[src/rtl/prco_fetch_if.sv]
// Instruction-memory request/acknowledge bus between the fetch stage and instruction memory.
interface prco_fetch_if #(
    parameter int unsigned ADDR_W = 8
);
    logic              q_mem_req;
    logic [ADDR_W-1:0] q_mem_addr;
    logic              i_mem_ack;
    logic [15:0]       i_mem_data;

    modport master (
        output q_mem_req,
        output q_mem_addr,
        input  i_mem_ack,
        input  i_mem_data
    );

    modport slave (
        input  q_mem_req,
        input  q_mem_addr,
        output i_mem_ack,
        output i_mem_data
    );
endinterface

[src/rtl/prco_fetch.sv]
// PRCO instruction fetch: PC, single-outstanding req/ack memory fetch, small in-order
// instruction buffer feeding the decoder, with stall and flushing jump redirect.
module prco_fetch #(
    parameter int unsigned       ADDR_W   = 8,
    parameter logic [ADDR_W-1:0] RESET_PC = '0,
    parameter int unsigned       DEPTH    = 2
) (
    input  logic              i_clk,
    input  logic              i_reset,
    input  logic              i_stall,
    input  logic              i_jmp_en,
    input  logic [ADDR_W-1:0] i_jmp_addr,
    prco_fetch_if.master      io_mem,
    output logic [15:0]       q_instr,
    output logic [ADDR_W-1:0] q_instr_pc,
    output logic              q_valid
);
    localparam int unsigned     CNT_W   = $clog2(DEPTH) + 1;
    localparam logic [CNT_W-1:0] DEPTH_C = CNT_W'(DEPTH);

    localparam logic [1:0] S_IDLE = 2'd0;
    localparam logic [1:0] S_REQ  = 2'd1;
    localparam logic [1:0] S_DROP = 2'd2;

    typedef struct packed {
        logic [15:0]       instr;
        logic [ADDR_W-1:0] pc;
    } entry_t;

    logic [1:0]        r_state;
    logic [1:0]        w_state_nx;
    logic [ADDR_W-1:0] r_pc;
    logic [ADDR_W-1:0] r_drop_addr;
    logic [CNT_W-1:0]  r_count;
    logic [CNT_W-1:0]  w_count_pop;
    logic              w_pop;
    logic              w_push;
    entry_t            w_new;
    entry_t            r_fifo    [DEPTH];
    entry_t            w_fifo_nx [DEPTH];

    // A jump flushes everything, so it suppresses both the pop and the push of its cycle.
    assign w_pop       = q_valid && !i_stall && !i_jmp_en;
    assign w_push      = (r_state == S_REQ) && io_mem.i_mem_ack && !i_jmp_en;
    assign w_count_pop = r_count - CNT_W'(w_pop);
    assign w_new       = '{instr: io_mem.i_mem_data, pc: r_pc};

    always_comb begin
        // NOTE: assigning the default before the case keeps this block free of inferred latches.
        w_state_nx = r_state;
        case (r_state)
            S_IDLE: begin
                if (i_jmp_en || (w_count_pop < DEPTH_C)) w_state_nx = S_REQ;
            end
            S_REQ: begin
                if (i_jmp_en)
                    w_state_nx = io_mem.i_mem_ack ? S_REQ : S_DROP;
                else if (io_mem.i_mem_ack)
                    w_state_nx = ((w_count_pop + 1'b1) < DEPTH_C) ? S_REQ : S_IDLE;
            end
            S_DROP: begin
                if (io_mem.i_mem_ack) w_state_nx = S_REQ;
            end
            default: w_state_nx = S_IDLE;
        endcase
    end

    always_ff @(posedge i_clk or posedge i_reset) begin
        if (i_reset) begin
            r_state     <= S_IDLE;
            r_pc        <= RESET_PC;
            r_drop_addr <= RESET_PC;
            r_count     <= '0;
        end else begin
            r_state <= w_state_nx;
            if (i_jmp_en)
                r_pc <= i_jmp_addr;
            else if (w_push)
                r_pc <= r_pc + 1'b1;
            // The abandoned address stays on the bus until memory finishes that handshake.
            if ((r_state == S_REQ) && (w_state_nx == S_DROP))
                r_drop_addr <= r_pc;
            r_count <= i_jmp_en ? '0 : (w_count_pop + CNT_W'(w_push));
        end
    end

    // Slot 0 is the head; a pop shifts live entries down and a push lands just above them.
    for (genvar g = 0; g < DEPTH; g++) begin : g_slot
        localparam logic [CNT_W-1:0] SLOT = CNT_W'(g);
        assign w_fifo_nx[g] = (w_push && (w_count_pop == SLOT))   ? w_new                    :
                              (w_pop && ((SLOT + 1'b1) < r_count)) ? r_fifo[(g + 1) % DEPTH] :
                                                                     r_fifo[g];
    end

    always_ff @(posedge i_clk or posedge i_reset) begin
        if (i_reset) begin
            // NOTE: the whole buffer is reset, not only the head, so the head outputs read 0
            // out of reset and no unknown entry can ever shift into the head.
            r_fifo <= '{default: '0};
        end else begin
            r_fifo <= w_fifo_nx;
        end
    end

    assign q_instr           = r_fifo[0].instr;
    assign q_instr_pc        = r_fifo[0].pc;
    assign q_valid           = (r_count != '0);
    assign io_mem.q_mem_req  = (r_state != S_IDLE);
    assign io_mem.q_mem_addr = (r_state == S_DROP) ? r_drop_addr : r_pc;
endmodule

[src/flat_wrapper.sv]
// flat-port wrapper written by rule: the top's interface ports become plain ports
module prco_fetch_flat 
#(
    parameter int unsigned       ADDR_W   = 8,
    parameter logic [ADDR_W-1:0] RESET_PC = '0,
    parameter int unsigned       DEPTH    = 2
)
  (i_clk, i_reset, i_stall, i_jmp_en, i_jmp_addr, q_instr, q_instr_pc, q_valid, io_mem_q_mem_req, io_mem_q_mem_addr, io_mem_i_mem_ack, io_mem_i_mem_data);
  prco_fetch_if #(.ADDR_W(ADDR_W)) io_mem_i ();
  input  logic i_clk;
  input  logic i_reset;
  input  logic i_stall;
  input  logic i_jmp_en;
  input  logic [ADDR_W-1:0] i_jmp_addr;
  output logic [15:0] q_instr;
  output logic [ADDR_W-1:0] q_instr_pc;
  output logic q_valid;
  output wire logic [$bits(io_mem_i.q_mem_req)-1:0] io_mem_q_mem_req;
  output wire logic [$bits(io_mem_i.q_mem_addr)-1:0] io_mem_q_mem_addr;
  input wire logic [$bits(io_mem_i.i_mem_ack)-1:0] io_mem_i_mem_ack;
  input wire logic [$bits(io_mem_i.i_mem_data)-1:0] io_mem_i_mem_data;
  assign io_mem_q_mem_req = io_mem_i.q_mem_req;
  assign io_mem_q_mem_addr = io_mem_i.q_mem_addr;
  assign io_mem_i.i_mem_ack = io_mem_i_mem_ack;
  assign io_mem_i.i_mem_data = io_mem_i_mem_data;
  prco_fetch #(.ADDR_W(ADDR_W), .RESET_PC(RESET_PC), .DEPTH(DEPTH)) u_core (.i_clk(i_clk), .i_reset(i_reset), .i_stall(i_stall), .i_jmp_en(i_jmp_en), .i_jmp_addr(i_jmp_addr), .io_mem(io_mem_i), .q_instr(q_instr), .q_instr_pc(q_instr_pc), .q_valid(q_valid));
endmodule
[config.mk]
export PLATFORM = sky130hd
export DESIGN_NAME = prco_fetch_flat
export DESIGN_NICKNAME = d
export VERILOG_FILES = /design/src/rtl/prco_fetch_if.sv /design/src/rtl/prco_fetch.sv /design/src/flat_wrapper.sv
export SDC_FILE = /design/constraint.sdc
export NUM_CORES = 1
export LEC_CHECK = 0
export CORE_ASPECT_RATIO = 0.9
export CORE_MARGIN = 10
export CORE_UTILIZATION = 38
export DETAILED_ROUTE_END_ITERATION = 7
export GPL_ROUTABILITY_DRIVEN = 0
export GPL_TIMING_DRIVEN = 0
export PLACE_DENSITY = 0.69
export RECOVER_POWER = 100
export SLEW_MARGIN = 20
export SYNTH_ARGS = -nofsm -noshare
export SYNTH_HDL_FRONTEND = slang
export SYNTH_SLANG_ARGS = --single-unit
[constraint.sdc]
create_clock -name i_clk -period 2 [get_ports i_clk]
set_input_delay 0.4 -clock i_clk [delete_from_list [all_inputs] [get_ports i_clk]]
set_output_delay 0.4 -clock i_clk [all_outputs]
set_load 0.01 [all_outputs]
Word-level counts from Yosys, hierarchy flattened
Index checks and enable logic that the tools add are counted.
{ "op_classes": {"addsub": 4, "n_mul": 0, "div": 0, "magnitude_cmp": 4, "eq_ne": 4, "n_shift": 0, "muxes": 15, "bitwise_logic": 0, "reduce_logical": 19} }
{ "op_table": {"columns": ["op", "n"], "rows": [
  ["two-way mux 24 bit", 4],
  ["two-way mux 8 bit", 3],
  ["two-way mux 2 bit", 6],
  ["nonzero test 2 bit", 5],
  ["logical AND 1 bit", 9],
  ["adder 8 x 1 -> 8 bit, second input constant", 1],
  ["one-hot mux 2 bit (3 select lines)", 1],
  ["equality test 2 x 1 -> 1 bit, second input constant", 2],
  ["equality test 2 bit, second input constant", 2],
  ["logical NOT 2 bit", 2],
  ["less-than comparator 2 bit, second input constant", 2],
  ["adder 2 x 1 -> 2 bit", 1],
  ["adder 2 x 1 -> 2 bit, second input constant", 1],
  ["logical NOT 1 bit", 2],
  ["less-than comparator 1 x 2 -> 1 bit, first input constant", 1],
  ["less-than comparator 2 bit, first input constant", 1],
  ["subtractor 2 x 1 -> 2 bit", 1],
  ["logical OR 1 bit", 1],
  ["two-way mux 1 bit", 1]
]} }
{ "word_totals": {"ff_bits": 68, "latchBits": 0, "mem_bits_rw": 0, "romBits": 0, "inputBits": 29, "out_inout_bits": 34, "n_memories": 0} }

Logic depth before layout (Yosys ltp)
Gate-level depths: netlist of the first run.
{ "logic_depth": {"word_depth": 12, "depth_mapped": 11, "depth_no_buf": 9} }

Least setup slack after synthesis of the first run
No wires, ideal clock.
{ "synth_timing": {"path_type": "in2reg", "from": "in i_jmp_en", "to": "reg u_core.r_fifo[0] (netlist name)", "arrival_ns": 2.364, "required_time_ns": 1.875, "slack_ns": -0.489, "path_stages": 11, "path_cell_list": "buf_6 > clkbuf_1 > clkbuf_1 > nor3b_1 > ha_1 > xor2_1 > inv_1 > ha_1 > nand2_4 > buf_6 > mux2_4"} }
{ "synth_between": {"elab_chain_cells": 6} }
{ "synth_lines": {"columns": ["element", "line_no", "text"], "rows": [
  ["start: declaration", "flat_wrapper.sv:13", "input logic i_jmp_en;"],
  ["logical NOT 1 bit (*)", "prco_fetch.sv:43, prco_fetch.sv:44", null],
  ["logical AND 1 bit", "prco_fetch.sv:43", "assign w_pop = q_valid && !i_stall && !i_jmp_en;"],
  ["subtractor 2 x 1 -> 2 bit", "prco_fetch.sv:45", "assign w_count_pop = r_count - CNT_W'(w_pop);"],
  ["equality test 2 x 1 -> 1 bit", "prco_fetch.sv:90", "assign w_fifo_nx[g] = (w_push && (w_count_pop == SLOT)) ? w_new :"],
  ["logical AND 1 bit", "prco_fetch.sv:90", null],
  ["two-way mux 24 bit / nonzero test 2 bit (equally long branches)", null, null],
  ["end signal: assignment", "prco_fetch.sv:101", "r_fifo <= w_fifo_nx;"],
  ["end: declaration", "prco_fetch.sv:39", "entry_t r_fifo [DEPTH];"]
]} }
Every way passes the cells marked *; elsewhere a longest branch is shown, timed or not.
A chain may end at the register's enable or synchronous reset.

Worst setup path in the final report of the first run
{ "layout_timing": {"from": "reg u_core.r_count[0]", "to": "reg u_core.r_fifo, in the netlist u_core.q_instr[7]"} }
{ "layout_between": {"elab_chain_cells": 7} }
{ "layout_lines": {"columns": ["element", "line_no", "text"], "rows": [
  ["start: declaration", "prco_fetch.sv:34", "logic [CNT_W-1:0] r_count;"],
  ["start signal: assignment", "prco_fetch.sv:83", "r_count <= i_jmp_en ? '0 : (w_count_pop + CNT_W'(w_push));"],
  ["nonzero test 2 bit", "prco_fetch.sv:107", "assign q_valid = (r_count != '0);"],
  ["logical AND 1 bit (2 in series)", "prco_fetch.sv:43", null],
  ["subtractor 2 x 1 -> 2 bit", "prco_fetch.sv:45", null],
  ["logical NOT 2 bit", "prco_fetch.sv:90", null],
  ["logical AND 1 bit", "prco_fetch.sv:90", null],
  ["two-way mux 24 bit / nonzero test 2 bit (equally long branches)", null, null]
]} }
Parallel ways exist; a longest one is shown, timed or not.

==> reports/results.tsv, run 1 <==
metric	value	unit
status	finished with violations	
violations	negative setup slack	
synthArstFlopShare	1.00	
p_int	5.49	mW
start_util	0.387	
rsz0062_at_grt	true	
grtUsageMet1	0.151	
cts_tree	done	
drc	0	
synth_area	3950	sq um
postSynthNetCount	326	
use_met2	0.185	
r2r_setup_slack	-0.11	ns
p_sw	2.04	mW
syn_inst	292	
dieArea	14900	sq um
nNetsFinal	420	
drive_above_1_share	0.496	
cp.arrival	2.32	ns
setup_tns	-3.96	ns
multi_input_area	2010	sq um
synth_xor_area_frac	0.00886	
die_y	117	microns
crit_path_max_fanout	5	
core_area	10200	sq um
grtUsageMet3	0.0476	
power.leakage	2.53	nW
mostFrequentLayoutCells	dfrtp_1 (66), mux2_4 (49), clkdlybuf4s50_1 (49)	
syn_avg_cell_area	13.5	sq um
ir_drop	0.762	mV
root_buffer	clkbuf_16	
p_seq_frac	0.310	
io_buffers	60	
critPathMaxStageDelay	0.37	ns
synth_edf_count	0	
clkSinkCount	68	
n_antenna_cell	0	
p_per_area	1380	nW/um^2
clock_skew	0.00818	ns
synth-seq-cells	68	
postLayoutCoreUtil	0.535	
switching_share	0.271	
hold_start	io_mem_i_mem_ack	
startpoint_type	register	
fill_cells	871	
worstSkewPairLatency	0.33	ns
rows	35	
grt-ovfl-total	0	
final_cells	520	
synth_warnings	0	
cts_hold_buf	0	
top_usage_layer	met2	
drtIter0Drc	73	
via_count	2532	
crit_slowest_cell	dfrtp_1	
synthAdderAreaFrac	0.0158	
drtPass1Iterations	4	
fmax	474	MHz
max-slew-margin-rel	0.440	
cts_buffers	9	
path_clk_slew	0.06	ns
grt_start_max_net_pins	34	
final_common_cell	dfrtp_1	
p_total	7.53	mW
synth-compound-area-share	0.0228	
placed_cells	483	
hp-class	primary input to register	
track_usage	0.120	
slew_viol_final	0	
crit_path_start	u_core.r_count[0]$_DFF_PP0_	
die_w	128	microns
drt-total-wl	8.48	mm
period_share	1.06	
cp-end-kind	register	
synth_mux_area_frac	0.360	
hold_viol_final	0	
post-place-ws	-0.598	ns
reg2reg_depth	10	
r2r-start	u_core.r_count[0]$_DFF_PP0_	
crit_type	register to register	
grt_pass1_vias	2745	
worst_pin_slew	0.840	ns
cp.required	2.21	ns
synth_top_family_by_area	multiplexers	
synthSimpleGateAreaFrac	0.0750	
layout_setup_ws	-0.112	ns
antenna_found_initial	0	
grt_pass1_wl	14.3	mm
post_drt_wl_per_cell	16.3	microns
dp.final_hpwl	5.73	mm
vias_per_cell	4.87	
clock_path_buffers	2	
rr_endpoint	u_core.q_instr[7]$_DFFE_PP0P_	
power_frac_clock	0.226	
htreeDepth	3	
maxCapViolations	0	
seq_area_frac_synth	0.431	
seq_area	1700	sq um
synth_cell_types	38	
pwr-share-comb	0.464	
critPathCapture	u_core.q_instr[7]$_DFFE_PP0P_	
cp_cell_sequence	or2_4, nor3b_4, ha_4, xor2_2, inv_2, ha_4, nand2_4, buf_12, buf_12, mux2_4	
io_pins	63	
final.min_clock_period	2.11	ns
area_delta_synth_final	38.2	%
synth_top_flop_cell	dfrtp_1	
setup_viol	54	
antenna_left	0	
[sequential cells by signal (all words and copies together), names as in the netlist]
name                cells
u_core.q_instr         16
u_core.q_instr_pc       8
u_core.r_count          2
u_core.r_state          2
u_core.r_fifo          24
u_core.r_drop_addr      8
u_core.r_pc             8
[worst max-delay path, delay by kind of cell, from the launching register on]
family | cells | cell delay, ns
AND/OR/NAND/NOR | 3 | 0.49
flip-flops | 1 | 0.37
adder cells (fa/ha/maj) | 2 | 0.34
buffers and inverters | 3 | 0.34
multiplexers | 1 | 0.30
XOR/XNOR | 1 | 0.16
[power groups by stage]
stage	Sequential, mW	Combinational [mW]	Clock, mW
floorplan	2.24	2.25	0
global placement	2.32	3.08	0
detailed placement	2.36	3.15	0
CTS	2.34	3.37	1.73
global route	2.42	3.81	1.80
finish	2.34	3.49	1.70
[kinds of logic after synthesis]
family,after synthesis
flops,68
xor+xnor,4
fa+ha+maj,5
simple gates,41
buf+inv,47
compound gates,14
mux,113
[metal layers]
layer / vias to the layer above / share of wire / routed length [microns]
li1: 1214 / - / -
met1: 1249 / 0.46 / 3860
met2: 59 / 0.46 / 3940
met3: 10 / 0.068 / 578
met4: 0 / 0.012 / 101
met5: - / 0 / 0
[worst min-delay path by stage]
stage / cells past startpoint / slack (ns) / to
2_1_floorplan: 1 / 0.47 / u_core.r_drop_addr[0]$_DFFE_PP0P_
3_3_place_gp: 1 / 0.48 / u_core.r_drop_addr[6]$_DFFE_PP0P_
3_5_place_dp: 1 / 0.49 / u_core.r_drop_addr[0]$_DFFE_PP0P_
4_1_cts: 2 / 0.33 / u_core.q_instr[10]$_DFFE_PP0P_
5_1_grt: 2 / 0.36 / u_core.r_state[1]$_DFF_PP0_
6_report: 2 / 0.36 / u_core.r_state[1]$_DFF_PP0_
[synthesized netlist by cell type, types with 2 or more instances]
master	count	area, sq um
nand2_4	2	22.5
o211ai_1	3	22.5
buf_2	3	15.0
nand2_1	8	30.0
nor2b_1	3	18.8
ha_1	5	62.6
or4_1	5	37.5
nand3_1	6	30.0
dfrtp_1	68	1700
clkbuf_1	4	15.0
nor3b_1	3	22.5
o21ai_0	5	25.0
buf_4	26	195
buf_8	2	30.0
a21oi_1	2	10.0
mux2_2	52	586
or2_2	3	18.8
inv_1	6	22.5
nor2_1	2	7.51
xor2_1	3	26.3
mux2_1	20	225
buf_6	6	67.6
mux2_4	40	601
[cell type report]
| cell class | instances | area share |
|---|---|---|
| plain buffers | 40 | 0.0687 |
| clock buffers | 12 | 0.0451 |
| clock inverters | 4 | 0.0133 |
| inverters | 6 | 0.00435 |
| multi-input cells | 177 | 0.368 |
| flip-flops and latches | 68 | 0.312 |
| well taps | 129 | 0.0295 |
| repair buffers | 84 | 0.159 |
[repair_timing]
action / in CTS / in global routing
buffers inserted: 14 / 5
pin swaps: 6 / 5
gates resized for setup: 50 / 20
cloned: 2 / 2
setup endpoints to repair: 58 / 55
[metrics by stage]
stage	hold slack [ns]	cell area (sq um)
finish	0.360	5460
global route	0.365	5460
CTS	0.326	5310
detailed placement	0.493	4820
global placement	0.484	4780
floorplan	0.475	4020
Note: power is estimated with default switching activity, not from simulation.
==> run 2: changes to the inputs <==
--- a/config.mk
+++ b/config.mk
@@ -5,6 +5,7 @@
 export SDC_FILE = /design/constraint.sdc
 export NUM_CORES = 1
 export LEC_CHECK = 0
+export CAP_MARGIN = 20
 export CORE_ASPECT_RATIO = 0.9
 export CORE_MARGIN = 10
 export CORE_UTILIZATION = 38
==> constraint.sdc (replaced) <==
create_clock -name i_clk -period 1.7 [get_ports i_clk]
set_input_delay 0.34 -clock i_clk [delete_from_list [all_inputs] [get_ports i_clk]]
set_output_delay 0.34 -clock i_clk [all_outputs]
set_load 0.01 [all_outputs]
==> run 2 against run 1 <==
The run still ends with negative setup slack left. Largest power group unchanged. Clock power increased by 6%. Non-clock buffer count increased by 2. Combinational power increased by 18%. Sequential cell count unchanged. Critical endpoint is now u_core.q_instr[5]$_DFFE_PP0P_. Critical path depth decreased by 1. Clock skew decreased by 0.0021 ns.
==> reports/results.tsv, run 2 (synthesis results as in run 1) <==
metric	value	unit	change
track_usage	0.124		+0.00463
grt_pass1_wl	14.8	mm	+4.0%
grt-ovfl-total	0		unchanged
die_w	128	microns	unchanged
die_y	117	microns	unchanged
area_delta_synth_final	38.5	%	
final.min_clock_period	2.19	ns	+0.0828 ns
clock_skew	0.00608	ns	-0.00210 ns
use_met2	0.208		+0.0222
nNetsFinal	422		+0.48%
power_frac_clock	0.207		-0.019
hold_start	io_mem_i_mem_ack		
setup_viol	58		+7.4%
fill_cells	904		+3.8%
slew_viol_final	0		unchanged
drtPass1Iterations	4		unchanged
drtIter0Drc	52		-29%
largest_reg_flops	24		unchanged
r2r_setup_slack	-0.49	ns	-0.38 ns
crit_path_max_fanout	8		+3
grt_pass1_vias	2880		+4.9%
mostFrequentLayoutCells	dfrtp_1 (64), mux2_4 (50), mux2_2 (42)		
cp_cell_sequence	or2_4, nor3b_4, ha_4, xor2_4, inv_2, ha_2, nand2_8, clkbuf_16, mux2_4		
ir_drop	0.918	mV	+21%
start_util	0.387		unchanged
multi_input_area	2020	sq um	+0.44%
rsz0062_at_grt	true		
top_usage_layer	met2		
via_count	2558		+1.0%
cp.required	1.91	ns	-0.30 ns
power.leakage	2.51	nW	-0.56%
htreeDepth	3		unchanged
rows	35		unchanged
cp-end-kind	register		
grtUsageMet1	0.151		-0.000448
worstSkewPairLatency	0.33	ns	about the same
p_sw	2.46	mW	+21%
cts_buffers	9		unchanged
rr_endpoint	u_core.q_instr[5]$_DFFE_PP0P_		
worst_pin_slew	0.567	ns	-0.273 ns
drt-total-wl	8.95	mm	+5.6%
path_buf_inv	2		-1
p_int	6.23	mW	+13%
drive_above_1_share	0.509		+0.0127
maxCapViolations	0		unchanged
p_total	8.69	mW	+15%
layout_setup_ws	-0.494	ns	-0.383 ns
period_share	1.29		+0.235
setup_tns	-22.28	ns	-18.32 ns
dieArea	14900	sq um	unchanged
cts_hold_buf	0		unchanged
crit_family	simple AND/OR/NAND/NOR gates		
startpoint_type	register		
n_antenna_cell	0		unchanged
cts_tree	done		
cp.arrival	2.40	ns	+0.08 ns
fmax	456	MHz	-3.8%
pwr-share-comb	0.474		+0.010
io_buffers	60		unchanged
p_per_area	1590	nW/um^2	+15%
crit_type	register to register		
post_drt_wl_per_cell	17.1	microns	+5.2%
grt_start_max_net_pins	31		-8.8%
reg2reg_depth	9		-1
postLayoutCoreUtil	0.536		+0.000981
vias_per_cell	4.90		+0.64%
core_area	10200	sq um	unchanged
hold_viol_final	0		unchanged
seq_area	1710	sq um	+0.15%
path_clk_slew	0.05	ns	about the same
top_register	u_core.r_fifo		
switching_share	0.283		+0.0123
max-slew-margin-rel	0.620		+0.180
drc	0		unchanged
antenna_found_initial	0		unchanged
critPathMaxStageDelay	0.40	ns	+0.03 ns
final_common_cell	dfrtp_1		
clkSinkCount	68		unchanged
hold_depth	2		unchanged
crit_slowest_cell	dfrtp_1		
p_seq_frac	0.319		+0.009
antenna_left	0		unchanged
status	finished with violations		
violations	negative setup slack		
dp.final_hpwl	6.08	mm	+6.1%
final_area	5470	sq um	+0.18%
worstHoldEndpoint	u_core.r_state[1]$_DFF_PP0_		
placed_area	4820	sq um	about the same
r2r-start	u_core.r_count[0]$_DFF_PP0_		
io_pins	63		unchanged
clock_path_buffers	2		unchanged
root_buffer	clkbuf_16		
grtUsageMet3	0.0377		-0.00998
hp-class	primary input to register		
-- run 2: cell count changes in the layout (fill, tap and decap cells not counted), moves of 2 or more --
| cell | before | now |
|---|---|---|
| clkdlybuf4s50_1 | 49 | 28 |
| clkdlybuf4s25_1 | 0 | 17 |
| buf_6 | 11 | 18 |
| clkbuf_4 | 0 | 6 |
| buf_2 | 4 | 1 |
| buf_4 | 37 | 34 |
| clkbuf_2 | 2 | 0 |
| clkinv_2 | 1 | 3 |
| dfrtp_1 | 66 | 64 |
| dfrtp_2 | 2 | 4 |
| dlygate4sd2_1 | 2 | 4 |
-- run 2: power by group through the flow --
stage / registers, mW / logic (mW) / clock network, mW
detailed placement: 2.80 / 3.74 / 0
global placement: 2.73 / 3.64 / 0
global route: 2.86 / 4.47 / 1.93
CTS: 2.77 / 4.12 / 1.85
floorplan: 2.64 / 2.66 / 0
finish: 2.77 / 4.12 / 1.80
-- run 2: final cells by class --
class	instances	share of cell area
plain buffers	38	0.0642
clock buffers	11	0.0425
clock inverters	5	0.00960
inverters	6	0.00434
multi-input cells	177	0.369
flip-flops and latches	68	0.312
well taps	129	0.0295
repair buffers	88	0.169
-- run 2: how the worst max path moves through the flow --
stage | startpoint | slack [ns] | endpoint | cells after the start
final | u_core.r_count[0]$_DFF_PP0_ | -0.49 | u_core.q_instr[5]$_DFFE_PP0P_ | 9
after floorplan | i_jmp_en | -0.51 | u_core.q_instr[0]$_DFFE_PP0P_ | 11
after global routing | u_core.r_count[0]$_DFF_PP0_ | -0.55 | u_core.q_instr[5]$_DFFE_PP0P_ | 9
after detailed placement | i_stall | -0.84 | u_core.q_instr[2]$_DFFE_PP0P_ | 9
after CTS | u_core.r_count[0]$_DFF_PP0_ | -0.50 | u_core.q_instr[15]$_DFFE_PP0P_ | 9
after global placement | i_stall | -0.80 | u_core.q_instr[15]$_DFFE_PP0P_ | 9
-- run 2: what timing repair did --
action | 4_1_cts | 5_1_grt
setup endpoints to repair | 66 | 82
pin swaps | 2 | 5
resized for setup | 83 | 29
gates cloned | 2 | 2
setup buffers | 20 | 6
-- run 2: metal layers --
metal / share of wire / vias to the layer above
met3: 0.045 / 11
met1: 0.44 / 1285
li1: - / 1214
met4: 0.013 / 0
met2: 0.50 / 48
met5: 0 / -
-- run 2: metrics by stage --
stage	cells	hold WS (ns)	setup WS, ns
6_report	522	0.261	-0.494
5_1_grt	522	0.254	-0.546
4_1_cts	520	0.280	-0.498
3_5_place_dp	483	0.492	-0.843
3_3_place_gp	481	0.484	-0.801
2_1_floorplan	292	0.456	-0.511
